### config.mk
export PLATFORM = sky130hd
export DESIGN_NAME = imem_loader_flat
export DESIGN_NICKNAME = d
export VERILOG_FILES = /design/src/rtl/imem_loader_if.sv /design/src/rtl/imem_loader.sv /design/src/flat_wrapper.sv
export SDC_FILE = /design/constraint.sdc
export NUM_CORES = 1
export LEC_CHECK = 0
export ABC_AREA = 1
export BUFFER_PORTS_ARGS = -buffer_cell sky130_fd_sc_hd__clkbuf_2
export CAP_MARGIN = 40
export CORE_MARGIN = 8
export CORE_UTILIZATION = 50
export DETAILED_ROUTE_END_ITERATION = 10
export PLACE_DENSITY = 0.81
export SYNTH_ARGS = -nofsm -noshare
export SYNTH_HDL_FRONTEND = slang
export SYNTH_SLANG_ARGS = --single-unit
### constraint.sdc
create_clock -name clk -period 1.9 [get_ports clk]
set_input_delay 0.19 -clock clk [delete_from_list [all_inputs] [get_ports clk]]
set_output_delay 0.19 -clock clk [all_outputs]
set_load 0.005 [all_outputs]
### src/rtl/imem_loader_if.sv
// Byte-stream handshake into the instruction memory loader.
// master drives bytes, slave (the loader) returns ready.
interface imem_loader_if;
    logic [7:0] rx_data;
    logic       rx_valid;
    logic       rx_ready;

    modport master (
        output rx_data,
        output rx_valid,
        input  rx_ready
    );

    modport slave (
        input  rx_data,
        input  rx_valid,
        output rx_ready
    );
endinterface

### src/rtl/imem_loader.sv
// Boot loader: assembles framed bytes into 16-bit words for imem,
// verifies an XOR checksum and holds the core until a clean load.
module imem_loader #(
    parameter int PROG_CTR_WID = 10,
    parameter int TIMEOUT_CYC  = 1000
) (
    input  logic                    clk,
    input  logic                    rst,
    imem_loader_if.slave            rx,
    input  logic                    reload,
    output logic                    imem_we,
    output logic [PROG_CTR_WID-1:0] imem_addr,
    output logic [15:0]             imem_wdata,
    output logic                    core_hold,
    output logic                    load_done,
    output logic                    load_err,
    output logic [1:0]              err_code,
    output logic [PROG_CTR_WID:0]   words_written
);

    localparam int AW = PROG_CTR_WID;
    localparam int CW = PROG_CTR_WID + 1;
    localparam int IW = $clog2(TIMEOUT_CYC + 1);
    localparam logic [16:0] MAX_LEN = 17'(2 ** PROG_CTR_WID);
    localparam logic [IW-1:0] IDLE_LAST = IW'(TIMEOUT_CYC - 1);

    typedef enum logic [2:0] {
        S_LEN_LO,
        S_LEN_HI,
        S_INS_LO,
        S_INS_HI,
        S_CSUM,
        S_DONE,
        S_ERR
    } state_t;

    state_t          state_q, state_d;
    logic [15:0]     len_q, len_d;
    logic [7:0]      lo_q, lo_d;
    logic [7:0]      xor_q, xor_d;
    logic [IW-1:0]   idle_q, idle_d;
    logic [CW-1:0]   cnt_q, cnt_d;
    logic [AW-1:0]   addr_q, addr_d;
    logic [15:0]     wdata_q, wdata_d;
    logic            we_q, we_d;
    logic            hold_q, hold_d;
    logic            done_q, done_d;
    logic            err_q, err_d;
    logic [1:0]      code_q, code_d;
    logic            ready_q, ready_d;

    logic            acc;
    logic            timing;
    logic            tmo;
    logic [15:0]     len_new;

    assign acc     = rx.rx_valid && ready_q;
    assign len_new = {rx.rx_data, len_q[7:0]};
    assign timing  = (state_q == S_LEN_HI) || (state_q == S_INS_LO)
                  || (state_q == S_INS_HI) || (state_q == S_CSUM);
    assign tmo     = timing && !acc && (idle_q == IDLE_LAST);

    always_comb begin
        state_d = state_q;
        len_d   = len_q;
        lo_d    = lo_q;
        xor_d   = xor_q;
        idle_d  = '0;
        cnt_d   = cnt_q;
        addr_d  = addr_q;
        wdata_d = wdata_q;
        we_d    = 1'b0;
        hold_d  = hold_q;
        done_d  = done_q;
        err_d   = err_q;
        code_d  = code_q;

        if (timing && !acc) begin
            idle_d = idle_q + IW'(1);
        end

        unique case (state_q)
            S_LEN_LO: begin
                if (acc) begin
                    len_d[7:0] = rx.rx_data;
                    state_d    = S_LEN_HI;
                end
            end
            S_LEN_HI: begin
                if (acc) begin
                    len_d = len_new;
                    if ({1'b0, len_new} > MAX_LEN) begin
                        state_d = S_ERR;
                        err_d   = 1'b1;
                        code_d  = 2'd1;
                    end else if (len_new == 16'd0) begin
                        state_d = S_CSUM;
                    end else begin
                        state_d = S_INS_LO;
                    end
                end
            end
            S_INS_LO: begin
                if (acc) begin
                    lo_d    = rx.rx_data;
                    xor_d   = xor_q ^ rx.rx_data;
                    state_d = S_INS_HI;
                end
            end
            S_INS_HI: begin
                if (acc) begin
                    xor_d   = xor_q ^ rx.rx_data;
                    we_d    = 1'b1;
                    wdata_d = {rx.rx_data, lo_q};
                    addr_d  = cnt_q[AW-1:0];
                    cnt_d   = cnt_q + CW'(1);
                    if (17'(cnt_q) + 17'd1 == {1'b0, len_q}) begin
                        state_d = S_CSUM;
                    end else begin
                        state_d = S_INS_LO;
                    end
                end
            end
            S_CSUM: begin
                if (acc) begin
                    if (rx.rx_data == xor_q) begin
                        state_d = S_DONE;
                        done_d  = 1'b1;
                    end else begin
                        state_d = S_ERR;
                        err_d   = 1'b1;
                        code_d  = 2'd2;
                    end
                end
            end
            S_DONE: begin
                // release only once no write is still in flight
                if (!we_q) begin
                    hold_d = 1'b0;
                end
            end
            S_ERR: begin
                hold_d = 1'b1;
            end
            default: begin
                state_d = S_LEN_LO;
            end
        endcase

        if (tmo) begin
            state_d = S_ERR;
            err_d   = 1'b1;
            code_d  = 2'd3;
        end

        if ((state_q == S_DONE || state_q == S_ERR) && reload) begin
            state_d = S_LEN_LO;
            err_d   = 1'b0;
            code_d  = 2'd0;
            done_d  = 1'b0;
            cnt_d   = '0;
            addr_d  = '0;
            xor_d   = '0;
            hold_d  = 1'b1;
        end

        ready_d = (state_d != S_DONE) && (state_d != S_ERR);
    end

    always_ff @(posedge clk) begin
        if (rst) begin
            state_q <= S_LEN_LO;
            len_q   <= '0;
            lo_q    <= '0;
            xor_q   <= '0;
            idle_q  <= '0;
            cnt_q   <= '0;
            addr_q  <= '0;
            wdata_q <= '0;
            we_q    <= 1'b0;
            hold_q  <= 1'b1;
            done_q  <= 1'b0;
            err_q   <= 1'b0;
            code_q  <= 2'd0;
            ready_q <= 1'b1;
        end else begin
            state_q <= state_d;
            len_q   <= len_d;
            lo_q    <= lo_d;
            xor_q   <= xor_d;
            idle_q  <= idle_d;
            cnt_q   <= cnt_d;
            addr_q  <= addr_d;
            wdata_q <= wdata_d;
            we_q    <= we_d;
            hold_q  <= hold_d;
            done_q  <= done_d;
            err_q   <= err_d;
            code_q  <= code_d;
            ready_q <= ready_d;
        end
    end

    assign rx.rx_ready    = ready_q;
    assign imem_we        = we_q;
    assign imem_addr      = addr_q;
    assign imem_wdata     = wdata_q;
    assign core_hold      = hold_q;
    assign load_done      = done_q;
    assign load_err       = err_q;
    assign err_code       = code_q;
    assign words_written  = cnt_q;

endmodule

### src/flat_wrapper.sv
// flat-port wrapper written by rule: the top's interface ports become plain ports
module imem_loader_flat 
#(
    parameter int PROG_CTR_WID = 10,
    parameter int TIMEOUT_CYC  = 1000
)
  (clk, rst, reload, imem_we, imem_addr, imem_wdata, core_hold, load_done, load_err, err_code, words_written, rx_rx_data, rx_rx_valid, rx_rx_ready);
  imem_loader_if rx_i ();
  input  logic clk;
  input  logic rst;
  input  logic reload;
  output logic imem_we;
  output logic [PROG_CTR_WID-1:0] imem_addr;
  output logic [15:0] imem_wdata;
  output logic core_hold;
  output logic load_done;
  output logic load_err;
  output logic [1:0] err_code;
  output logic [PROG_CTR_WID:0] words_written;
  input wire logic [$bits(rx_i.rx_data)-1:0] rx_rx_data;
  input wire logic [$bits(rx_i.rx_valid)-1:0] rx_rx_valid;
  output wire logic [$bits(rx_i.rx_ready)-1:0] rx_rx_ready;
  assign rx_i.rx_data = rx_rx_data;
  assign rx_i.rx_valid = rx_rx_valid;
  assign rx_rx_ready = rx_i.rx_ready;
  imem_loader #(.PROG_CTR_WID(PROG_CTR_WID), .TIMEOUT_CYC(TIMEOUT_CYC)) u_core (.clk(clk), .rst(rst), .rx(rx_i), .reload(reload), .imem_we(imem_we), .imem_addr(imem_addr), .imem_wdata(imem_wdata), .core_hold(core_hold), .load_done(load_done), .load_err(load_err), .err_code(err_code), .words_written(words_written));
endmodule
* Yosys cells after proc, flatten, opt, wreduce, memory -nomap -nowiden *
Index checks and enable logic that the tools add are counted.

cells by class
  add/sub/neg operators = 3
  multiply operators = 0
  div/mod/pow operators = 0
  order comparisons = 1
  equality and inequality tests = 16
  shift-type cells = 0
  mux-type cells = 29
  bitwise operators = 4
  reductions and logical operators = 27

operators by type and width
  kind                                                             number
  two-way mux 3 bit                                                10
  case mux 3 bit (6 select lines)                                  1
  == test 17 x 16 -> 1 bit                                         1
  greater-than comparator 16 x 11 -> 1 bit, second input constant  1
  zero test 16 bit                                                 1
  case mux 8 bit (2 select lines)                                  1
  adder 11 x 1 -> 12 bit, second input constant                    1
  two-way mux 2 bit                                                6
  adder 11 x 1 -> 11 bit, second input constant                    1
  adder 10 x 1 -> 10 bit, second input constant                    1
  == test 10 bit, second input constant                            1
  AND reduction 2 bit                                              5
  OR reduction 2 bit                                               5
  == test 3 bit, second input constant                             3
  == test 8 bit                                                    1
  two-way mux 8 bit                                                1
  bitwise XOR 8 bit                                                1
  two-way mux 1 bit                                                7
  == test 3 x 2 -> 1 bit, second input constant                    2
  != test 3 x 1 -> 1 bit, second input constant                    2
  != test 3 x 2 -> 1 bit, second input constant                    2
  != test 3 bit, second input constant                             2
  AND reduction 3 bit                                              2
  logical AND 1 bit                                                5
  other kinds (11)                                                 17

storage, ports and cells
  bits in registers = 89
  bits in latches = 0
  bits in writable memories = 0
  memory bits (read-only) = 0
  input bits = 12
  output and inout bits = 44
  word-level logic and storage cells = 95
  memories kept = 0

* Depth between registers and ports, before layout *
  depth after elaboration = 10
  gate-level depth with buffers = 17
  gate-level depth less buffers = 17

* Worst setup path before layout *
OpenSTA, ideal clock, no wires.

  path type = register -> register
  start point = register u_core.cnt_q[0] (netlist: u_core.words_written[0])
  end point = register u_core.ready_q (netlist: u_core.rx.rx_ready)
  arrival = 1,667 ps
  setup slack = 118 ps
  cell stages (with the launch flop) = 15
  path buffers = 0
  period minus slack after synthesis = 1,782 ps
  cell sequence = dfxtp_1 ha_1 nand2_1 nor2_2 nand2_1 nand3_1 nand3_1 nor2_1 nand2_1 nor2_1 nand3_2 o21ai_2 nand2_1 a21oi_2 nand2_1

between the ends
  longest elaborated chain between the ends = 9

RTL lines
  element                            line                source
  from (decl)                        imem_loader.sv:42   logic [CW-1:0] cnt_q, cnt_d;
  from (signal assigned)             imem_loader.sv:192  cnt_q <= cnt_d;
  adder 11 x 1 -> 12 bit *           imem_loader.sv:117  if (17'(cnt_q) + 17'd1 == {1'b0, len_q}) begin
  == test 17 x 16 -> 1 bit *         imem_loader.sv:117
  two-way mux 3 bit *                imem_loader.sv:117
  two-way mux 3 bit *                imem_loader.sv:111  if (acc) begin
  case mux 3 bit (6 select lines) *  imem_loader.sv:82   unique case (state_q)
  two-way mux 3 bit *                imem_loader.sv:150  if (tmo) begin
  two-way mux 3 bit *                imem_loader.sv:156  if ((state_q == S_DONE || state_q == S_ERR) && reload) begin
  != test 3 bit                      imem_loader.sv:167  ready_d = (state_d != S_DONE) && (state_d != S_ERR);
  logical AND 1 bit *                imem_loader.sv:167
  to (signal assigned)               imem_loader.sv:200  ready_q <= ready_d;
  to (decl)                          imem_loader.sv:50   logic ready_q, ready_d;

Every way passes the cells marked *; elsewhere a longest branch is shown, timed or not.
A chain may end at the register's enable or synchronous reset.

* Worst setup path in the final report *
Ends and elaborated chain as after synthesis.

==> impl_metrics.ini <==
[cells_and_area]
fin_nets = 647
syn_to_final_growth_pct = 21.1
antenna_cells = 0
drive_above_1_share = 0.214

[global_routing]
grt_max_degree = 52
grt_overflow_total = 0
antenna_found_initial = 0
first_global_vias = 3815
grt_usage = 0.188
grt_pass1_wl_microns = 17200

[floorplan]
dieWidth_microns = 105
core_sq_um = 7690
num_rows = 32
die_area_sq_um = 11000
io_pins = 56
start_util = 0.511
die_h_microns = 105

[power]
pwr_density_cell_nw_per_um2 = 914
peakVddDrop_v = 0.000486
p_leak_nw = 2.17

[logic_synthesis]
synth-adder-area-share = 0.00637
synth_cells = 560
yosys.area_share.simple = 0.275
syn_area_sq_um = 3930
synth_ff_type = dfxtp_1
seq_area_frac_synth = 0.453
synth_compound_area_frac = 0.156
synth_edf_count = 0
synth_top_family_by_area = simple AND/OR/NAND/NOR gates
syn_avg_cell_area_sq_um = 7.02
synth_xor_area_frac = 0.0286
ys_types = 33
synth_seq_cells = 89
synthArstFlopShare = 0
synth_nets = 574
yosys_warnings = 0
synth_mux_area_frac = 0

[worst_setup_path]
worstPathMaxFanout = 5
worstSetupStartpointType = flip-flop
critPathKind = reg2reg
slowest_delay_ns = 0.37
crit_chain = buf_6 > inv_2 > nor2_4 > nand2_2 > o21ai_2 > nand2_2 > nand2_1 > nand2_1 > nor2_2 > nand3_2 > o21ai_2 > nand2_1 > a21oi_2 > nand2_1
crit_top_cell = nand2_1
crit_arrival_ns = 2.18
critPathTopFamily = simple AND/OR/NAND/NOR gates
cp_slowest_cell = dfxtp_4
crit_required_ns = 2.16
worst-path-buf-inv = 2
end_kind = flip-flop

[timing]
finalHoldViolCount = 0
setup_slack_ns = -0.0150
tightest_slew_ns = 0.783
fin_skew_ns = 0.0117
drv_slew = 0
rsz0062_at_grt = yes
final.min_clock_period_ns = 1.91
setup_viol = 1
setup_tns_ns = -0.0150
whs_ns = 0.0633
slew_headroom = 0.478
layout_worst_path_cycle_share = 1.01
max_freq_mhz = 522

[hold_path]
min_path_type = in2reg

[detailed_routing]
vias_per_cell = 5.19
wire_per_inst_microns = 14.1
drc = 0
ant_nets = 0
drt-initial-drc-count = 180
wirelength_microns = 10400
first_pass_iters = 5
vias = 3836

[clock_network]
cts_num_sinks = 89
htreeDepth = 3
clk_pin_slew_ns = 0.09
cts_made_buffers = 9
clockBufferDepth = 2
cts_tree = built
clk_latency_ns = 0.36
root_buffer = clkbuf_8

[status]
violations = negative setup slack
status = finished, violations left

[placement]
numPortBuffers = 55
gp_congestion = 0.923
hpwl_microns = 7360

[job]
max-cap-violations = 0
[flip-flops by register name, summed over array words and instances, names as in the netlist, 3 cells and up]
register and flops:
u_core.idle_q 10, u_core.imem_addr 10, u_core.imem_wdata 16, u_core.len_q 16, u_core.lo_q 8, u_core.state_q 3, u_core.words_written 11, u_core.xor_q 8
[power by group]
part           total (W)  switching (W)  internal [W]
clock            0.00153       0.000662      0.000870
combinational   0.000722       0.000460      0.000262
sequential       0.00210      0.0000947       0.00200
[cell usage after synthesis, types with 2 or more instances]
cell / count / area [sq um]
a21oi_1: 46 / 230
clkbuf_1: 14 / 52.6
dfxtp_1: 89 / 1780
ha_1: 2 / 25.0
inv_1: 63 / 236
inv_2: 2 / 7.51
nand2_1: 99 / 372
nand2_2: 3 / 18.8
nand3_1: 24 / 120
nand4_1: 8 / 50.1
nor2_1: 103 / 387
nor2_2: 6 / 37.5
nor3_1: 7 / 35.0
nor3b_1: 2 / 15.0
nor4_1: 2 / 12.5
o21ai_0: 63 / 315
o21ai_2: 2 / 17.5
xnor2_1: 3 / 26.3
xor2_1: 8 / 70.1
[per-layer routing]
metal / GRT usage / vias to the layer above / wire length (microns)
met5: 0 / - / 0
met4: 0.0673 / 0 / 183
met3: 0.0528 / 21 / 590
met2: 0.325 / 103 / 4980
met1: 0.218 / 1770 / 4630
li1: - / 1942 / -
[cells in the final DEF (no fill, tap or decap), drive strengths merged, types with 3 or more instances in the layout]
cell type  count
clkbuf        66
a21oi         47
o21ai         65
nand4          8
nor3           7
bufinv         3
nand2        102
xor2           9
nand3         25
inv           65
xnor2          3
buf           22
nor2         110
dfxtp         89
[through the flow]
stage / power [W] / util / std cells / setup slack, ns / instance area, sq um
floorplan: 0.00259 / - / 560 / 0.118 / 3930
global placement: 0.00279 / 0.569 / 716 / 0.0767 / 4380
detailed placement: 0.00282 / 0.569 / 716 / -0.00447 / 4380
CTS: 0.00433 / 0.604 / 732 / 0.0108 / 4640
global route: 0.00456 / 0.619 / 739 / -0.183 / 4760
finish: 0.00435 / 0.619 / 739 / -0.0150 / 4760
[cell families (layout without fill, tap and decap cells)]
logic type,count (synthesis),count (layout)
compound gates,118,118
buf+inv,81,158
flops,89,89
xor+xnor,12,12
simple gates,258,258
fa+ha+maj,2,2
[cell type report]
class,instances,area (sq um)
inverter,65,248
clock buffer,10,128
sequential,89,1800
tap,102,128
fill,713,2930
timing repair buffer,78,455
clock inverter,5,104
multi-input combinational,390,1900
[final timing paths]
check | slack, ns | cells past startpoint | from | endpoint
setup / recovery | -0.01 | 14 | u_core.words_written[0]$_SDFFE_PP0P_ | u_core.rx.rx_ready$_SDFF_PP1_
hold / removal | 0.06 | 2 | rst | u_core.state_q[1]$_SDFF_PP0_
setup reg to reg | -0.01 | 14 | u_core.words_written[0]$_SDFFE_PP0P_ | u_core.rx.rx_ready$_SDFF_PP1_
hold reg to reg | 0.46 | 2 | u_core.len_q[12]$_SDFFE_PP0P_ | u_core.len_q[12]$_SDFFE_PP0P_
[repair_timing]
| action | in CTS | in global routing |
|---|---|---|
| hold endpoints to repair | 0 | 0 |
| hold buffers | 0 | 0 |
| pin swaps | 6 | 18 |
| setup endpoints to repair | 1 | 26 |
| buffers inserted | 1 | 7 |
| gates resized for setup | 10 | 22 |
Note: power is estimated with default switching activity, not from simulation.
